## src/rtl/fft_twiddle_fetch.sv

```systemverilog
// Twiddle-factor fetcher: walks a strided ROM address per upstream sample strobe
// and returns the registered twiddle word two cycles after each fetch.
module fft_twiddle_fetch #(
    parameter int N_LOG2        = 10,
    parameter int ADDRESS_WIDTH = 9,
    parameter int DATA_WIDTH    = 10,
    parameter int STRIDE_LOG2   = 0
) (
    input  logic                            clk,
    input  logic                            rst_n,
    input  logic                            start_i,
    input  logic                            valid_i,
    input  logic signed [DATA_WIDTH-1:0]    rom_data_i,
    output logic                            rom_en_o,
    output logic                            rom_we_o,
    output logic        [ADDRESS_WIDTH-1:0] rom_addr_o,
    output logic signed [DATA_WIDTH-1:0]    twiddle_o,
    output logic                            valid_o,
    output logic                            last_o,
    output logic                            busy_o
);

    localparam int WIDE_W = N_LOG2 + STRIDE_LOG2 + ADDRESS_WIDTH;

    typedef enum logic [1:0] {
        IDLE,
        RUN,
        DRAIN
    } state_t;

    state_t                          state_reg, state_next;
    logic        [N_LOG2-1:0]        ctr_reg, ctr_next;
    logic        [WIDE_W-1:0]        addr_wide;
    logic                            fetch;
    logic                            ctr_at_end;
    logic signed [DATA_WIDTH-1:0]    twiddle_reg;

    assign fetch      = rst_n && (state_reg == RUN) && valid_i;
    assign ctr_at_end = &ctr_reg;

    // Stage 0 tracks the ROM read in flight, stage 1 qualifies the output word.
    genvar gi;
    generate
        for (gi = 0; gi < 2; gi++) begin : g_pipe
            logic valid_reg;
            logic last_reg;
            logic valid_in;
            logic last_in;

            if (gi == 0) begin : g_head
                assign valid_in = fetch;
                assign last_in  = fetch && ctr_at_end;
            end else begin : g_tail
                assign valid_in = g_pipe[gi-1].valid_reg;
                assign last_in  = g_pipe[gi-1].last_reg;
            end

            always_ff @(posedge clk) begin
                if (!rst_n) begin
                    valid_reg <= 1'b0;
                    last_reg  <= 1'b0;
                end else begin
                    valid_reg <= valid_in;
                    last_reg  <= last_in;
                end
            end
        end
    endgenerate

    always_comb begin
        state_next = state_reg;
        ctr_next   = ctr_reg;
        case (state_reg)
            IDLE: begin
                if (start_i) begin
                    state_next = RUN;
                    ctr_next   = '0;
                end
            end
            RUN: begin
                if (fetch) begin
                    ctr_next = ctr_reg + N_LOG2'(1);
                    if (ctr_at_end) begin
                        state_next = DRAIN;
                    end
                end
            end
            DRAIN: begin
                // Stage 1 empties on this same edge, so both stages are clear in IDLE.
                if (!g_pipe[0].valid_reg) begin
                    state_next = IDLE;
                end
            end
            default: state_next = IDLE;
        endcase
    end

    always_ff @(posedge clk) begin
        if (!rst_n) begin
            state_reg <= IDLE;
            ctr_reg   <= '0;
        end else begin
            state_reg <= state_next;
            ctr_reg   <= ctr_next;
        end
    end

    always_ff @(posedge clk) begin
        if (!rst_n) begin
            twiddle_reg <= '0;
        end else if (g_pipe[0].valid_reg) begin
            twiddle_reg <= rom_data_i;
        end
    end

    assign addr_wide  = WIDE_W'(ctr_reg) << STRIDE_LOG2;
    assign rom_addr_o = rst_n ? addr_wide[ADDRESS_WIDTH-1:0] : '0;
    assign rom_en_o   = fetch;
    assign rom_we_o   = 1'b0;
    assign twiddle_o  = twiddle_reg;
    assign valid_o    = g_pipe[1].valid_reg;
    assign last_o     = g_pipe[1].last_reg;
    assign busy_o     = (state_reg != IDLE);

endmodule
```

## config.mk

```make
export PLATFORM = sky130hd
export DESIGN_NAME = fft_twiddle_fetch
export DESIGN_NICKNAME = d
export VERILOG_FILES = /design/src/rtl/fft_twiddle_fetch.sv
export SDC_FILE = /design/constraint.sdc
export NUM_CORES = 1
export LEC_CHECK = 0
export CAP_MARGIN = 20
export CORE_ASPECT_RATIO = 0.8
export CORE_UTILIZATION = 40
export DETAILED_ROUTE_END_ITERATION = 7
export HOLD_SLACK_MARGIN = 0.06
export PLACE_DENSITY = 0.75
export SLEW_MARGIN = 20
export SYNTH_ARGS = -nofsm -noshare
export SYNTH_HDL_FRONTEND = slang
export SYNTH_SLANG_ARGS = --single-unit
export TNS_END_PERCENT = 10
```

## constraint.sdc

```tcl
create_clock -name clk -period 1.45 [get_ports clk]
set_input_delay 0.29 -clock clk [delete_from_list [all_inputs] [get_ports clk]]
set_output_delay 0.29 -clock clk [all_outputs]
set_load 0.005 [all_outputs]
```

---- Yosys cells after proc, flatten, opt, wreduce, memory -nomap -nowiden ----
Cells that the tools add are included.
W data, S select, Z words.
operators by class
  add/sub/neg operators ................... 1
  multiply operators ...................... 0
  divide/modulo/power cells ............... 0
  magnitude comparators ................... 0
  eq/ne operators ......................... 6
  shift-type cells ........................ 0
  muxes and demuxes ....................... 9
  bitwise logic cells ..................... 0
  reductions and logical operators ........ 9
operators by type and width
  cell                     count
  $mux W10                 2
  $pmux W10 S2             1
  $add A10 B1 Y10 const B  1
  $reduce_and A10 Y1       1
  $mux W9                  1
  $mux W2                  4
  $ne A2 B2 Y1 const B     4
  $pmux W2 S3              1
  $reduce_and A4 Y1        1
  $reduce_bool A2 Y1       2
  $logic_and A1 B1 Y1      3
  $reduce_and A3 Y1        1
  $eq A2 B1 Y1 const B     1
  $eq A2 B2 Y1 const B     1
  $logic_not A2 Y1         1
storage, ports and cells
  bits in registers ....................... 26
  bits in latches ......................... 0
  RAM bits ................................ 0
  bits in read-only memories .............. 0
  input bits .............................. 14
  memories ................................ 0

---- Logic depth before layout (Yosys ltp) ----
Gate-level depths: netlist (run 1).
  word-level depth ........................ 5
  depth in mapped cells ................... 5
  mapped depth without buffers ............ 5

---- Worst setup path before layout (run 1) ----
No wires, ideal clock.
  path kind ............................... register to register
  start ................................... register ctr_reg[0]
  end ..................................... register ctr_reg[6]
  arrival ................................. 1363 ps
  data required time ...................... 1317 ps
  path slack .............................. -46 ps
  stages on the path, launching flop included .. 6
  buffers on the path ..................... 0
  clock period less this slack ............ 1496 ps
  path through ............................ dfxtp_1 -> ha_1 -> nand4_1 -> a2111oi_0 -> xnor2_1 -> nor2_1
between the ends
  word-level cells in the longest chain between the ends .. 3
RTL lines
  element                 line  text
  from (decl)             32    logic [N_LOG2-1:0] ctr_reg, ctr_next;
  from (signal assigned)  104   ctr_reg <= ctr_next;
  $add A10 B1 Y10         82    ctr_next = ctr_reg + N_LOG2'(1);
  $mux W10                81    if (fetch) begin
  $pmux W10 S2            73    case (state_reg)
Every way passes these cells. The select of a mux whose other input is x is not followed.
A chain may end at the register's enable or synchronous reset.

---- Worst setup path in the final report (run 1) ----
  start ................................... register state_reg[0]
  end ..................................... register ctr_reg[8]
between the ends
  word-level cells in the longest chain between the ends .. 5
  elaborated cells on any way between the ends .. 9
RTL lines
  element                            line    text
  from (decl)                        31      state_t state_reg, state_next;
  from (signal assigned)             103     state_reg <= state_next;
  $eq A2 B1 Y1                       38, 73
  $logic_and A1 B1 Y1 (2 in series)  38      assign fetch = rst_n && (state_reg == RUN) && valid_i;
  $ne A2 B2 Y1 (no line)             -
  $reduce_and A3 Y1 (no line)        -
Parallel ways exist; a longest one is shown, timed or not.

==> impl_metrics.csv, run 1 <==
group,metric,value,unit
power,seq_power_share,52.3,%
floorplan,num_rows,16,
power,combinationalPowerShare,12.8,%
sta,grt_setup_unrepaired,"yes",
global_routing,antenna_found_initial,0,
synth,synth.top_cells.by_area,"dfxtp_1 47%, mux2i_1 9.9%, nor2_1 6.1%, and2_1 5.1%, nand3_1 2.7%",
route,drt_iter0_markers,49,
clocking,htree_num_levels,1,
global_routing,overflow,0,
route,avgViaCountPerCell,5.05,
global_routing,first_global_vias,1059,
power,clkPwrFrac,34.9,%
worst_setup_path,required,1.70,ns
clocking,cts_buffer_depth,2,
synth,synth_cell_types,34,
synth,syn_inst,120,
synth,synth.cells.most_frequent,"26 x dfxtp_1, 18 x nor2_1, 11 x mux2i_1, 9 x and2_1",
route,remaining_drc_errors,0,
sta,max_freq,620,MHz
synth,post_synth.cell_area_avg,9.24,um^2
power,final_power,1.41,mW
synth,synth_edf_count,0,
clocking,sink_count,26,
sta,layout_setup_ws,-0.164,ns
clocking,cts_tree,"yes",
power,internal-power,1.11,mW
clocking,clk_transition_reported_paths,0.14,ns
route,detailed_route_wl,3070,um
final_layout,drive_gt1_share,40.9,%
power,peakVddDrop,607,uV
route,num_vias,1120,
worst_setup_path,crit_path_max_fanout,5,
global_routing,grt_max_degree,16,
synth,synth-seq-area-share,47.0,%
floorplan,num_io_pins,38,
route,number_of_antenna_violating_nets_in_the_routed_design,0,
worst_setup_path,arrival,1.87,ns
route,drt-wirelength-per-cell,13.8,um
clocking,worst_skew_pair.late_latency,0.33,ns
worst_setup_path,startpoint,"state_reg[0]$_SDFFE_PN0P_",
worst_setup_path,timing.critical_path.to_type,"flip-flop",
placement,gpl.final_weighted_congestion,0.865,
status,outcome,"finished with violations",
sta,period_needed,1.61,ns
synth,largest_family_of_logic_cells_by_synthesized_area,"simple AND/OR/NAND/NOR gates",
floorplan,start_util,43.6,%
sta,timing_hold_violations_final,0,
final_layout,num_antenna_cells,0,
global_routing,grt_first_pass_wirelength,5080,um
worst_setup_path,worst_r2r_startpoint,"state_reg[0]$_SDFFE_PN0P_",
sta,finalClockSkew,0.0130,ns
sta,report.final.slew_viol_count,0,
final_layout,synthToLayoutAreaGrowth,64.6,%
power,cellPowerDensity,774,mW/mm^2
synth,synth_flop_cell,"dfxtp_1",
global_routing,total_global_route_track_usage,23.3,%
sta,timing.final.crit_share,111,%
synth,synthMostInstantiatedCell,"dfxtp_1",
synth,synth-simple-area-share,24.7,%
status,failed_checks,"negative setup slack",
sta,sum_of_negative_setup_slack,-0.615,ns
synth,synth.mux.area_fraction,9.93,%
synth,synth-async-reset-ratio,0,%
clocking,cts_bufs_inserted,3,
synth,synth_area_in_compound_gates,10.5,%
power,power_switching_share,21.0,%
synth,synth.top_cell.area_share,47.0,%
synth,synth-xor-area-share,2.37,%
worst_setup_path,worstRegToRegCells,5,
min_path,timing.hold.worst_path_depth,1,
synth,synth_top_cell_by_area,"dfxtp_1",
run,max_cap_viol_count,0,
synth,synth.cell_area,0.00111,mm^2
power,p_switching,297,uW
floorplan,core_area,0.00254,mm^2
synth,yosys_warnings,0,
clocking,root_buffer,"clkbuf_4",
synth,synthesis.nets,135,
floorplan,die_w,60.9,um
min_path,hp-class,"reg -> reg",
final_layout,fillerInstances,207,
worst_setup_path,critical_path.startpoint_type,"flip-flop",
min_path,hold_path.startpoint,"g_pipe[0].last_reg$_SDFF_PN0_",
worst_setup_path,reg2reg_slack,-0.16,ns
sta,finalSetupViolations,7,
power,static-leakage-power,0.839,nW
placement,detailedPlacementHpwl,2160,um
worst_setup_path,crit_type,"reg -> reg",
synth,synth-seq-cells,26,
synth,synth-adder-area-share,1.13,%
placement,dp_slack,-0.574,ns
min_path,timing.hold.worst_endpoint,"last_o$_SDFF_PN0_",
placement,placement.io_buffers,36,
floorplan,die_y,49.1,um
route,firstDrtPassIters,4,
final_layout,final_nets,202,
worst_setup_path,crit-reg2reg-capture,"ctr_reg[8]$_SDFFE_PN0P_",
floorplan,floorplan.die_area,0.00299,mm^2
[cell type report]
type | count | area (um^2) | area share [%]
Clock inverter | 1 | 30.0 | 1.65
Multi-Input combinational cell | 83 | 603 | 33.1
Clock buffer | 3 | 22.5 | 1.23
Tap cell | 36 | 45.0 | 2.47
Sequential cell | 26 | 548 | 30.0
Inverter | 7 | 26.3 | 1.44
Timing Repair Buffer | 66 | 549 | 30.1
[timing repair]
action                                  4_1_cts  5_1_grt
gates resized for setup                      58       18
hold buffers                                  0        0
pin swaps                                     4        1
hold endpoints to repair                      0        0
buffers inserted                              4        2
endpoints found under the setup margin       27       21
[layer usage]
layer / routed length [um] / GRT usage, %
met1: 1380 / 31.3
met2: 1500 / 36.4
met3: 151 / 5.57
met4: 38 / 7.58
met5: 0 / 0
[critical path, stage by stage (launching register included)]
cell      delay (ns)
dfxtp_4         0.39
buf_6           0.12
nand2b_4        0.15
a21o_4          0.22
or4_1           0.51
a21oi_1         0.14
[metrics by stage]
stage	area (um^2)	cells	hold WS, ns	utilization (%)
2_1_floorplan	1120	120	0.412	-
3_3_place_gp	1690	212	0.426	66.4
3_5_place_dp	1690	212	0.424	66.4
4_1_cts	1800	220	0.457	70.9
5_1_grt	1820	222	0.489	71.8
6_report	1820	222	0.456	71.8
[power groups by stage]
stage	Sequential (mW)	Combinational [mW]	Clock (mW)
2_1_floorplan	0.754	0.0591	0
3_3_place_gp	0.751	0.166	0
3_5_place_dp	0.752	0.169	0
4_1_cts	0.739	0.169	0.497
5_1_grt	0.740	0.194	0.535
6_report	0.738	0.180	0.493
[placed cells by master, fill, tap and decap left out, types with 2 or more instances in the layout]
cell type	n
nor2_1	17
o31ai_1	2
clkdlybuf4s50_1	11
dlygate4sd2_1	14
and2_1	9
or4_4	2
inv_1	6
buf_4	28
clkbuf_4	3
dfxtp_2	19
a21oi_1	2
nand3_1	6
dfxtp_1	6
nand2_1	4
or2_4	2
dlymetal6s2s_1	3
xnor2_1	3
nor4_1	2
o21ai_0	2
buf_6	2
clkbuf_2	6
mux2i_1	11
[how the worst max path moves through the flow]
stage,end,cells past startpoint,slack [ns]
2_1_floorplan,state_reg[1]$_SDFFE_PN0P_,5,-0.03
3_3_place_gp,rom_en_o,5,-0.57
3_5_place_dp,rom_en_o,5,-0.57
4_1_cts,rom_en_o,4,-0.15
5_1_grt,ctr_reg[8]$_SDFFE_PN0P_,5,-0.20
6_report,ctr_reg[8]$_SDFFE_PN0P_,5,-0.16
[cell families (layout without fill, tap and decap cells)]
kind of cell	count (synthesis)	count (layout)
and+or+nand+nor	51	51
xor gates and xnor gates	3	3
DFF	26	26
other	1	1
buffers and inverters	11	77
adders and majority gates	1	1
AOI/OAI and AO/OA	16	16
muxes	11	11
Power figures use the tool's default switching activity.
==> inputs of run 2 (changes only) <==
--- a/config.mk
+++ b/config.mk
@@ -10,6 +10,7 @@
 export CORE_UTILIZATION = 40
 export DETAILED_ROUTE_END_ITERATION = 7
 export HOLD_SLACK_MARGIN = 0.06
+export MAX_ROUTING_LAYER = met4
 export PLACE_DENSITY = 0.75
 export SLEW_MARGIN = 20
 export SYNTH_ARGS = -nofsm -noshare
==> run 2 against run 1 <==
Against the previous run: the flow still finishes with violations (negative setup slack); count of clock-buffer cells in the layout unchanged; total power about the same; sequential share of layout area is the same; sequential cell count is the same; clock power hardly changed.
==> impl_metrics.csv, run 2 (synthesis results as in run 1) <==
group,metric,value,unit
sta,grt_setup_unrepaired,"yes",
min_path,timing.hold.worst_path_depth,1,
min_path,hold_path.startpoint,"g_pipe[0].last_reg$_SDFF_PN0_",
clocking,cts_tree,"yes",
route,remaining_drc_errors,0,
sta,finalSetupViolations,7,
route,firstDrtPassIters,4,
floorplan,num_io_pins,38,
sta,timing.final.crit_share,111,%
floorplan,core_area,0.00254,mm^2
route,num_vias,1118,
clocking,cts_bufs_inserted,3,
final_layout,synthToLayoutAreaGrowth,64.6,%
floorplan,start_util,43.6,%
placement,number_of_placed_instances_with_taps_included,212,
final_layout,finalNonFillerCells,222,
worst_setup_path,crit_path_max_incr_delay,0.51,ns
sta,fin_worst_hold_slack,0.456,ns
global_routing,antenna_found_initial,0,
worst_setup_path,critical_path.startpoint_type,"flip-flop",
power,static-leakage-power,0.839,nW
worst_setup_path,critical-path-top-delay-family,"simple AND/OR/NAND/NOR gates",
route,drt_iter0_markers,49,
sta,timing_hold_violations_final,0,
status,outcome,"finished with violations",
worst_setup_path,worst_r2r_startpoint,"state_reg[0]$_SDFFE_PN0P_",
min_path,timing.hold.worst_endpoint,"last_o$_SDFF_PN0_",
final_layout,most_common_cell_after_layout_fill_and_taps_aside,"buf_4",
placement,gpl.final_weighted_congestion,0.879,
clocking,cts_buffer_depth,2,
sta,finalClockSkew,0.0124,ns
worst_setup_path,worstRegToRegCells,5,
global_routing,overflow,0,
worst_setup_path,worst_path_max_delay_cell,"or4_1",
worst_setup_path,crit_type,"reg -> reg",
final_layout,fillerInstances,207,
global_routing,grt_first_pass_wirelength,5080,um
worst_setup_path,cell_chain_of_the_critical_path,"buf_6 > nand2b_4 > a21o_4 > or4_1 > a21oi_1",
final_layout,drive_gt1_share,40.9,%
final_layout,num_antenna_cells,0,
worst_setup_path,reg2reg_slack,-0.16,ns
sta,report.final.slew_viol_count,0,
route,number_of_antenna_violating_nets_in_the_routed_design,0,
final_layout,final_nets,202,
placement,placement.io_buffers,36,
worst_setup_path,crit_path_max_fanout,5,
worst_setup_path,timing.critical_path.to_type,"flip-flop",
worst_setup_path,arrival,1.87,ns
min_path,hp-class,"reg -> reg",
global_routing,grt_max_degree,16,
global_routing,total_global_route_track_usage,24.0,%
worst_setup_path,crit-reg2reg-capture,"ctr_reg[8]$_SDFFE_PN0P_",
worst_setup_path,startpoint,"state_reg[0]$_SDFFE_PN0P_",
clocking,sink_count,26,
clocking,clk_transition_reported_paths,0.14,ns
final_layout,postLayoutCoreUtil,71.8,%
clocking,htree_num_levels,1,
placement,detailedPlacementHpwl,2160,um
route,avgViaCountPerCell,5.04,
power,cellPowerDensity,773,mW/mm^2
sta,layout_setup_ws,-0.164,ns
status,failed_checks,"negative setup slack",
floorplan,floorplan.die_area,0.00299,mm^2
clocking,root_buffer,"clkbuf_4",
floorplan,die_w,60.9,um
final_layout,layout_common_cells,"28 x buf_4, 19 x dfxtp_2, 17 x nor2_1",
worst_setup_path,required,1.70,ns
sta,period_needed,1.61,ns
sta,max_freq,620,MHz
global_routing,first_global_vias,1063,
route,drt-wirelength-per-cell,13.8,um
power,final_power,1.41,mW
clocking,postCtsHoldBufs,0,
floorplan,die_y,49.1,um
power,peakVddDrop,607,uV
route,detailed_route_wl,3070,um
run,max_cap_viol_count,0,
worst_setup_path,worst-path-buf-inv,1,
clocking,worst_skew_pair.late_latency,0.33,ns
floorplan,num_rows,16,
-- run 2: cell counts in the layout (fill, tap and decap cells not counted) --
Identical to the previous run, type by type.
-- run 2: routing by layer --
metal	GRT usage, %	up-vias	share of wire, %
li1	-	539	-
met1	31.3	537	45
met2	36.4	38	49
met3	5.57	4	4.9
met4	7.58	0	1.2
met5	-	-	0
-- run 2: worst max-delay path by stage --
stage	to	slack (ns)	cells after the start
after floorplan	state_reg[1]$_SDFFE_PN0P_	-0.03	5
after global placement	rom_en_o	-0.57	5
after detailed placement	rom_en_o	-0.57	5
after CTS	rom_en_o	-0.15	4
after global routing	ctr_reg[8]$_SDFFE_PN0P_	-0.20	5
final	ctr_reg[8]$_SDFFE_PN0P_	-0.16	5
-- run 2: where the power goes --
group / leakage, nW / switching, mW / internal (mW)
Combinational: 0.590 / 0.0748 / 0.106
Sequential: 0.220 / 0.00924 / 0.729
Clock: 0.0279 / 0.212 / 0.280
Total: 0.839 / 0.296 / 1.11
-- run 2: stage by stage --
stage          setup WS [ns]  instance area, um^2  TNS [ns]
2_1_floorplan        -0.0253                 1120   -0.0253
3_3_place_gp          -0.567                 1690     -8.64
3_5_place_dp          -0.574                 1690     -9.32
4_1_cts               -0.148                 1800    -0.678
5_1_grt               -0.196                 1820     -1.13
6_report              -0.164                 1820    -0.616
-- run 2: cell type report --
type / count / area, um^2 / share of cell area, %
multi-input combinational: 83 / 603 / 33.1
tap: 36 / 45.0 / 2.47
inverter: 7 / 26.3 / 1.44
timing repair buffer: 66 / 549 / 30.1
clock inverter: 1 / 30.0 / 1.65
sequential: 26 / 548 / 30.0
clock buffer: 3 / 22.5 / 1.23
-- run 2: timing repair --
item	in CTS	in global routing
endpoints found under the hold margin	0	0
setup buffers	4	2
endpoints found under the setup margin	27	21
gates resized for setup	58	18
pin swaps	4	1
==> inputs of run 3 (changes only) <==
--- a/config.mk
+++ b/config.mk
@@ -12,7 +12,7 @@
 export HOLD_SLACK_MARGIN = 0.06
 export MAX_ROUTING_LAYER = met4
 export PLACE_DENSITY = 0.75
-export SLEW_MARGIN = 20
+export SLEW_MARGIN = 0
 export SYNTH_ARGS = -nofsm -noshare
 export SYNTH_HDL_FRONTEND = slang
 export SYNTH_SLANG_ARGS = --single-unit
==> results of run 3 <==
Same layout as run 2: the final DEF is identical, and so are final timing and power.
